**src/rtl/source_dose_sequencer.sv**
```systemverilog
// source_dose_sequencer: meters N peristaltic strokes through an inlet valve per valid/ready request.
// Optional waste-path purge after each dose is built when DOSE_PURGE_EN is defined.
module source_dose_sequencer #(
  parameter int VOL_W         = 8,
  parameter int PHASE_CYCLES  = 16,
  parameter int SETTLE_CYCLES = 64,
  parameter int PURGE_STROKES = 4
) (
  input  logic             clk,
  input  logic             rst_n,
  input  logic             req_valid,
  output logic             req_ready,
  input  logic [VOL_W-1:0] req_volume,
  input  logic             abort,
  output logic             inlet_valve,
  output logic [2:0]       pump_valve,
  output logic             waste_valve,
  output logic             busy,
  output logic             done,
  output logic             err,
  output logic [VOL_W-1:0] strokes_done
);
  localparam int TMAX = PHASE_CYCLES > SETTLE_CYCLES ? PHASE_CYCLES : SETTLE_CYCLES;
  localparam int TW = $clog2(TMAX) + 1;
  localparam logic [TW-1:0] PH_L = TW'(PHASE_CYCLES - 1);
  localparam logic [TW-1:0] ST_L = TW'(SETTLE_CYCLES - 1);
  localparam logic [VOL_W-1:0] ONE = VOL_W'(1);
  typedef enum logic [2:0] {IDLE, PREOPEN, PUMP, SETTLE, PURGE, DONE} state_t;
  state_t state_q, state_d;
  logic [2:0] ph_q, ph_d, pat;
  logic [TW-1:0] cnt_q, cnt_d;
  logic [VOL_W-1:0] vol_q, vol_d, str_q, str_d;
  logic abt_q, abt_d, tick, stroke;
  logic ready_q, inlet_q, busy_q, done_q, err_q;
  logic [2:0] pump_q;
`ifdef DOSE_PURGE_EN
  localparam int PW = $clog2(PURGE_STROKES) + 1;
  logic [PW-1:0] pur_q, pur_d;
  logic waste_q;
  assign waste_valve = waste_q;
`else
  assign waste_valve = 1'b0;
`endif
  assign tick = cnt_q == '0;
  assign stroke = tick && ph_q == 3'd5;
  assign pat = ph_q == 3'd0 ? 3'b110 : ph_q == 3'd1 ? 3'b100 : ph_q == 3'd2 ? 3'b101 :
               ph_q == 3'd3 ? 3'b001 : ph_q == 3'd4 ? 3'b011 : 3'b010;
  always_comb begin
    state_d = state_q;
    ph_d    = ph_q;
    cnt_d   = cnt_q - TW'(1);
    vol_d   = vol_q;
    str_d   = str_q;
    abt_d   = abt_q;
`ifdef DOSE_PURGE_EN
    pur_d   = pur_q;
`endif
    case (state_q)
      IDLE: begin
        cnt_d = PH_L;
        ph_d  = 3'd0;
        if (req_valid) begin
          vol_d   = req_volume;
          str_d   = '0;
          abt_d   = 1'b0;
          state_d = req_volume == '0 ? DONE : PREOPEN;
        end
      end
      PREOPEN: if (tick) begin
        state_d = PUMP;
        cnt_d   = PH_L;
      end
      PUMP: if (tick) begin
        cnt_d = PH_L;
        ph_d  = stroke ? 3'd0 : ph_q + 3'd1;
        if (stroke) begin
          str_d = str_q + ONE;
          if (str_q + ONE == vol_q) begin
            state_d = SETTLE;
            cnt_d   = ST_L;
          end
        end
      end
      SETTLE: if (tick) begin
`ifdef DOSE_PURGE_EN
        state_d = PURGE;
        cnt_d   = PH_L;
        ph_d    = 3'd0;
        pur_d   = '0;
`else
        state_d = DONE;
`endif
      end
`ifdef DOSE_PURGE_EN
      PURGE: if (tick) begin
        cnt_d = PH_L;
        ph_d  = stroke ? 3'd0 : ph_q + 3'd1;
        if (stroke) begin
          if (pur_q == PW'(PURGE_STROKES - 1)) state_d = DONE;
          else pur_d = pur_q + PW'(1);
        end
      end
`endif
      default: state_d = IDLE;
    endcase
    // a stroke completing in the abort cycle has already been counted above
    if (abort && state_q != IDLE && state_q != DONE) begin
      state_d = DONE;
      abt_d   = 1'b1;
    end
  end
  always_ff @(posedge clk or negedge rst_n) begin
    if (!rst_n) begin
      state_q <= IDLE;
      ph_q    <= 3'd0;
      cnt_q   <= '0;
      vol_q   <= '0;
      str_q   <= '0;
      abt_q   <= 1'b0;
      ready_q <= 1'b1;
      inlet_q <= 1'b0;
      pump_q  <= 3'b111;
      busy_q  <= 1'b0;
      done_q  <= 1'b0;
      err_q   <= 1'b0;
    end else begin
      state_q <= state_d;
      ph_q    <= ph_d;
      cnt_q   <= cnt_d;
      vol_q   <= vol_d;
      str_q   <= str_d;
      abt_q   <= abt_d;
      ready_q <= state_d == IDLE;
      inlet_q <= state_q == PREOPEN || state_q == PUMP;
      pump_q  <= (state_q == PUMP || state_q == PURGE) ? pat : 3'b111;
      busy_q  <= state_q != IDLE;
      done_q  <= state_q == DONE;
      err_q   <= state_q == DONE && abt_q;
    end
  end
`ifdef DOSE_PURGE_EN
  always_ff @(posedge clk or negedge rst_n) begin
    if (!rst_n) begin
      pur_q   <= '0;
      waste_q <= 1'b0;
    end else begin
      pur_q   <= pur_d;
      waste_q <= state_q == PURGE;
    end
  end
`endif
  assign req_ready    = ready_q;
  assign inlet_valve  = inlet_q;
  assign pump_valve   = pump_q;
  assign busy         = busy_q;
  assign done         = done_q;
  assign err          = err_q;
  assign strokes_done = str_q;
endmodule

```
**config.mk**
```make
export PLATFORM = sky130hd
export DESIGN_NAME = source_dose_sequencer
export DESIGN_NICKNAME = d
export VERILOG_FILES = /design/src/rtl/source_dose_sequencer.sv
export SDC_FILE = /design/constraint.sdc
export NUM_CORES = 1
export LEC_CHECK = 0
export CORE_ASPECT_RATIO = 0.6
export CORE_UTILIZATION = 54
export DETAILED_ROUTE_END_ITERATION = 8
export PLACE_DENSITY = 0.79
export SLEW_MARGIN = 20
export SYNTH_ARGS = -nofsm -noshare
export SYNTH_HDL_FRONTEND = slang
export SYNTH_SLANG_ARGS = --single-unit
```
**constraint.sdc**
```tcl
create_clock -name clk -period 2.3 [get_ports clk]
set_input_delay 0.69 -clock clk [delete_from_list [all_inputs] [get_ports clk]]
set_output_delay 0.69 -clock clk [all_outputs]
set_load 0.02 [all_outputs]
```
# After elaboration in Yosys (flattened, before gate mapping)
# Cells that the tools add are included.
[op_classes] n_addsub=3 eq_ne=15 mux=30 n_reduce_logical=19
[op_table] cell="two-way mux 3 bit" n=14
[op_table] cell="two-way mux 8 bit" n=3
[op_table] cell="case mux 7 bit (3 select lines)" n=1
[op_table] cell="case mux 8 bit (2 select lines)" n=1
[op_table] cell="two-way mux 7 bit" n=2
[op_table] cell="== test 3 x 2 -> 1 bit, second input constant" n=4
[op_table] cell="== test 3 bit, second input constant" n=4
[op_table] cell="two-way mux 6 bit" n=2
[op_table] cell="case mux 3 bit (4 select lines)" n=1
[op_table] cell="zero test 3 bit" n=3
[op_table] cell="adder 8 x 1 -> 8 bit, second input constant" n=1
[op_table] cell="== test 8 bit" n=1
[op_table] cell="zero test 8 bit" n=1
[op_table] cell="zero test 7 bit" n=1
[op_table] cell="subtractor 7 x 1 -> 7 bit, second input constant" n=1
[op_table] cell="== test 3 x 1 -> 1 bit, second input constant" n=2
[op_table] cell="!= test 2 bit, second input constant" n=3
[op_table] cell="case mux 3 bit (2 select lines)" n=1
[op_table] cell="AND reduction 2 bit" n=3
[op_table] cell="nonzero test 2 bit" n=3
[op_table] cell="logical AND 1 bit" n=4
[op_table] cell="two-way mux 1 bit" n=4
[op_table] cell="AND reduction 4 bit" n=1
[op_table] cell="adder 3 x 1 -> 3 bit, second input constant" n=1
[op_table] cell="other kinds (4)" n=5
[word_totals] reg_bits=38 inputBits=12 elab_cells=79

# Longest topological paths before layout
[logic_depth] word_depth=8 ltp_mapped=7 ltp_nobuf=7

# Worst setup path before layout
# OpenSTA, ideal clock, no wires.
[synth_timing] path_type="reg-to-reg" start="register cnt_q[0]" end="register str_q[2], in the netlist strokes_done[2]" t_arrival_ps=1539 path_slack_ps=628 stages_incl_launch_ff=8 path_buffers=0 path_cell_list="dfrtp_1 -> inv_1 -> ha_1 -> nor3b_4 -> nand4_2 -> and2_4 -> o21ai_0 -> o21ai_1"
[synth_between] elab_chain_len=4
[synth_lines] item="start, declared" line="31" source="logic [TW-1:0] cnt_q, cnt_d;"
[synth_lines] item="start signal, assigned" line="129" source="cnt_q <= cnt_d;"
[synth_lines] item="zero test 7 bit (*)" line="44" source="assign tick = cnt_q == '0;"
[synth_lines] item="logical AND 1 bit" line="45" source="assign stroke = tick && ph_q == 3'd5;"
[synth_lines] item="!= test 2 bit (no source line)"
[synth_lines] item="AND reduction 4 bit (no source line) (*)"
[synth_lines] item="end signal, assigned" line="131" source="str_q <= str_d;"
[synth_lines] item="end, declared" line="32" source="logic [VOL_W-1:0] vol_q, vol_d, str_q, str_d;"
# Mark *: on every way between the ends. The rest lies on a longest branch, timed or not.
# A chain may end at the register's enable or synchronous reset.

# Final worst setup path
[layout_timing] start="register str_q[5], in the netlist strokes_done[5]" end="output strokes_done[5]"
[layout_rtl] item="end, declared" line="21" source="output logic [VOL_W-1:0] strokes_done"
# No word-level cell between the ends.

==> flow_summary.json <==
{
  "endpoint_kind": "output pin",
  "cpLargestDelayFamily": "buffers and inverters",
  "die_h_um": 50.2,
  "antenna_found_initial": 0,
  "path_max_fanout": 10,
  "drv_slew": 0,
  "syn_area_mm2": 0.00209,
  "slowest_delay_ps": 660,
  "seqPwrFrac_pct": 41.3,
  "vias": 1743,
  "syn_area_per_cell_um2": 9.25,
  "power.leakage_nw": 1.13,
  "synthMuxAreaShare_pct": 0.479,
  "crit_arrival_ps": 1480,
  "grt_pass1_wl_um": 7580,
  "hold_class": "in -> async",
  "wl_per_cell_um": 14.8,
  "power.internal_mw": 1.58,
  "first_pass_iters": 4,
  "critical_path_class": "reg -> out",
  "hpwl_um": 3350,
  "start_util_pct": 56.8,
  "synthAdderAreaFrac_pct": 4.67,
  "track_usage_pct": 25.3,
  "drt-total-wl_um": 4530,
  "cts_hold_buf": 0,
  "design.core.area_mm2": 0.00368,
  "root_buffer": "clkbuf_8",
  "htree_levels": 2,
  "cts_resized": 0,
  "ys_types": 50,
  "fin_setup_tns_ps": 0,
  "dieArea_mm2": 0.00413,
  "peakVddDrop_v": 0.000565,
  "placement_rows": 17,
  "final-hold-violation-count": 0,
  "final_util_pct": 68.7,
  "drt_first_iter_violations": 78,
  "synth_compound_area_share_pct": 13.9,
  "overflow": 0,
  "ys_ff_latch": 38,
  "portBuffers": 27,
  "switching_share_pct": 35.4,
  "drcViolationCount": 0,
  "crit_buf_inv": 1,
  "p_clk_share_pct": 22.8,
  "max_freq_mhz": 462,
  "synthesis.nets": 245,
  "layout.cells.non_filler": 306,
  "yosysWarnings": 0,
  "synth_top_family_by_area": "simple AND/OR/NAND/NOR gates",
  "clk_pin_slew_ps": 70,
  "cts_setup_buffers": 0,
  "die_w_um": 82.3,
  "layout-drive-gt1-share_pct": 10.8,
  "maxCapViolations": 0,
  "crit_path_cell_trace": "clkdlybuf4s50_1",
  "gp_congestion": 0.791,
  "p_per_area_mw_per_mm2": 966,
  "ys.flop_type": "dfrtp_1",
  "final.setup_skew_ps": 7.69,
  "clock-sinks": 38,
  "synth_edf_count": 0,
  "cts_tree": "yes",
  "n_antenna_cell": 0,
  "grt_max_degree": 39,
  "dp.cells": 298,
  "status": "finished, final reports clean",
  "cp.required_ps": 1610,
  "rsz0062_at_grt": "no",
  "clockBufferDepth": 2,
  "cts_buffers": 5,
  "setup_viol": 0,
  "synth_simple_gate_area_share_pct": 23.0,
  "synth_xor_area_share_pct": 7.96,
  "period_share_pct": 94.2,
  "layout_min_cycle_time_ps": 2170,
  "combPwrFrac_pct": 35.8,
  "critPathLaunchType": "flop",
  "ys_seq_area_share_pct": 45.7,
  "area.growth.synth_to_final_pct": 20.9,
  "fin_nets": 277,
  "synth_cells": 226,
  "grt_pass1_vias": 1567,
  "avgViaCountPerCell": 5.70,
  "postRouteAntennaNets": 0,
  "io-pin-count": 29,
  "slowest_stage": "clkdlybuf4s50_1",
  "p_sw_uw": 863,
  "async_flop_share_pct": 100,
  "insertion_delay_ps": 300
}
[final timing paths]
check | start | end | slack [ps] | depth (start not counted)
setup reg to reg | cnt_q[0] | strokes_done[2] | 300 | 7
hold reg to reg | cnt_q[0] | cnt_q[0] | 470 | 1
hold / removal | rst_n | strokes_done[2] | 430 | 2
setup / recovery | strokes_done[5] | strokes_done[5] | 130 | 1
max in group asynchronous | rst_n | pump_valve[1] | 1510 | 2
min in group clk | cnt_q[0] | cnt_q[0] | 470 | 1
[layer usage]
metal	track usage [%]	up-vias	share of wire, %
li1	-	848	-
met1	39.2	836	52
met2	33.7	52	40
met3	6.55	7	6.3
met4	7.89	0	1.2
met5	0	-	0
[stage by stage]
stage | setup slack, ps | power [mW] | hold WS, ps | area (um^2)
final | 134 | 2.44 | 426 | 2530
after global routing | 56.2 | 2.60 | 478 | 2530
after CTS | 141 | 2.45 | 452 | 2530
after detailed placement | 295 | 1.89 | 449 | 2420
after global placement | 361 | 1.85 | 439 | 2420
after floorplan | 628 | 1.58 | 394 | 2090
[power groups by stage]
stage               Sequential (mW)  Combinational [mW]  Clock, mW
global route                   1.04               0.975      0.594
CTS                            1.01               0.877      0.563
finish                         1.01               0.875      0.557
global placement               1.01               0.846          0
detailed placement             1.02               0.869          0
floorplan                      1.02               0.562          0
[cells by family (layout without fill, tap and decap cells)]
| family | after synthesis | in the layout |
|---|---|---|
| flops | 38 | 38 |
| other cells | 1 | 1 |
| simple gates | 95 | 95 |
| compound gates | 45 | 45 |
| fa+ha+maj | 8 | 8 |
| buf+inv | 19 | 52 |
| mux | 1 | 1 |
| xor+xnor | 19 | 19 |
[state kept, by name (all words and copies together), names as in the netlist]
register      count
busy              1
pump_valve        3
done              1
err               1
strokes_done      8
inlet_valve       1
vol_q             8
ph_q              3
abt_q             1
state_q           3
cnt_q             7
req_ready         1
[cells in the mapped netlist, drive strengths merged, types with 2 or more instances]
cell type / number / share of area (%)
a211oi: 2 / 0.72
a21o: 2 / 0.78
a21oi: 6 / 1.4
a22o: 2 / 0.84
and2: 4 / 1.3
and3b: 2 / 0.84
buf: 6 / 1.7
clkbuf: 3 / 0.54
dfrtp: 34 / 41
dfstp: 4 / 5.0
ha: 7 / 4.2
inv: 10 / 1.8
nand2: 41 / 7.5
nand3: 5 / 1.4
nand4: 3 / 1.2
nor2: 19 / 3.4
nor2b: 2 / 0.60
nor3: 7 / 2.2
nor3b: 2 / 1.3
nor4: 5 / 1.5
o211ai: 2 / 0.96
o21ai: 17 / 4.1
o22ai: 5 / 1.5
o31ai: 2 / 0.72
or2: 2 / 0.60
xnor2: 12 / 5.0
xor2: 7 / 2.9
[area by class of cell]
| cell class | instances | area [um^2] |
|---|---|---|
| multi-input cells | 169 | 1050 |
| well taps | 47 | 58.8 |
| clock buffers | 7 | 76.3 |
| clock inverters | 1 | 30.0 |
| inverters | 10 | 37.5 |
| fillers | 302 | 1150 |
| flip-flops and latches | 38 | 956 |
| repair buffers | 34 | 318 |
[cells in the final DEF (no fill, tap or decap), drive strengths merged, types with 3 or more instances in the layout]
| master | synthesis | routed |
|---|---|---|
| nand2 | 41 | 41 |
| dfrtp | 34 | 34 |
| clkdlybuf4s50 | 0 | 26 |
| nor2 | 19 | 19 |
| o21ai | 17 | 17 |
| xnor2 | 12 | 12 |
| inv | 10 | 10 |
| buf | 6 | 8 |
| xor2 | 7 | 7 |
| ha | 7 | 7 |
| nor3 | 7 | 7 |
| clkbuf | 3 | 7 |
| a21oi | 6 | 6 |
| nor4 | 5 | 5 |
| o22ai | 5 | 5 |
| nand3 | 5 | 5 |
| dfstp | 4 | 4 |
| and2 | 4 | 4 |
| nand4 | 3 | 3 |
No activity file was read; power rests on OpenSTA's default activity.
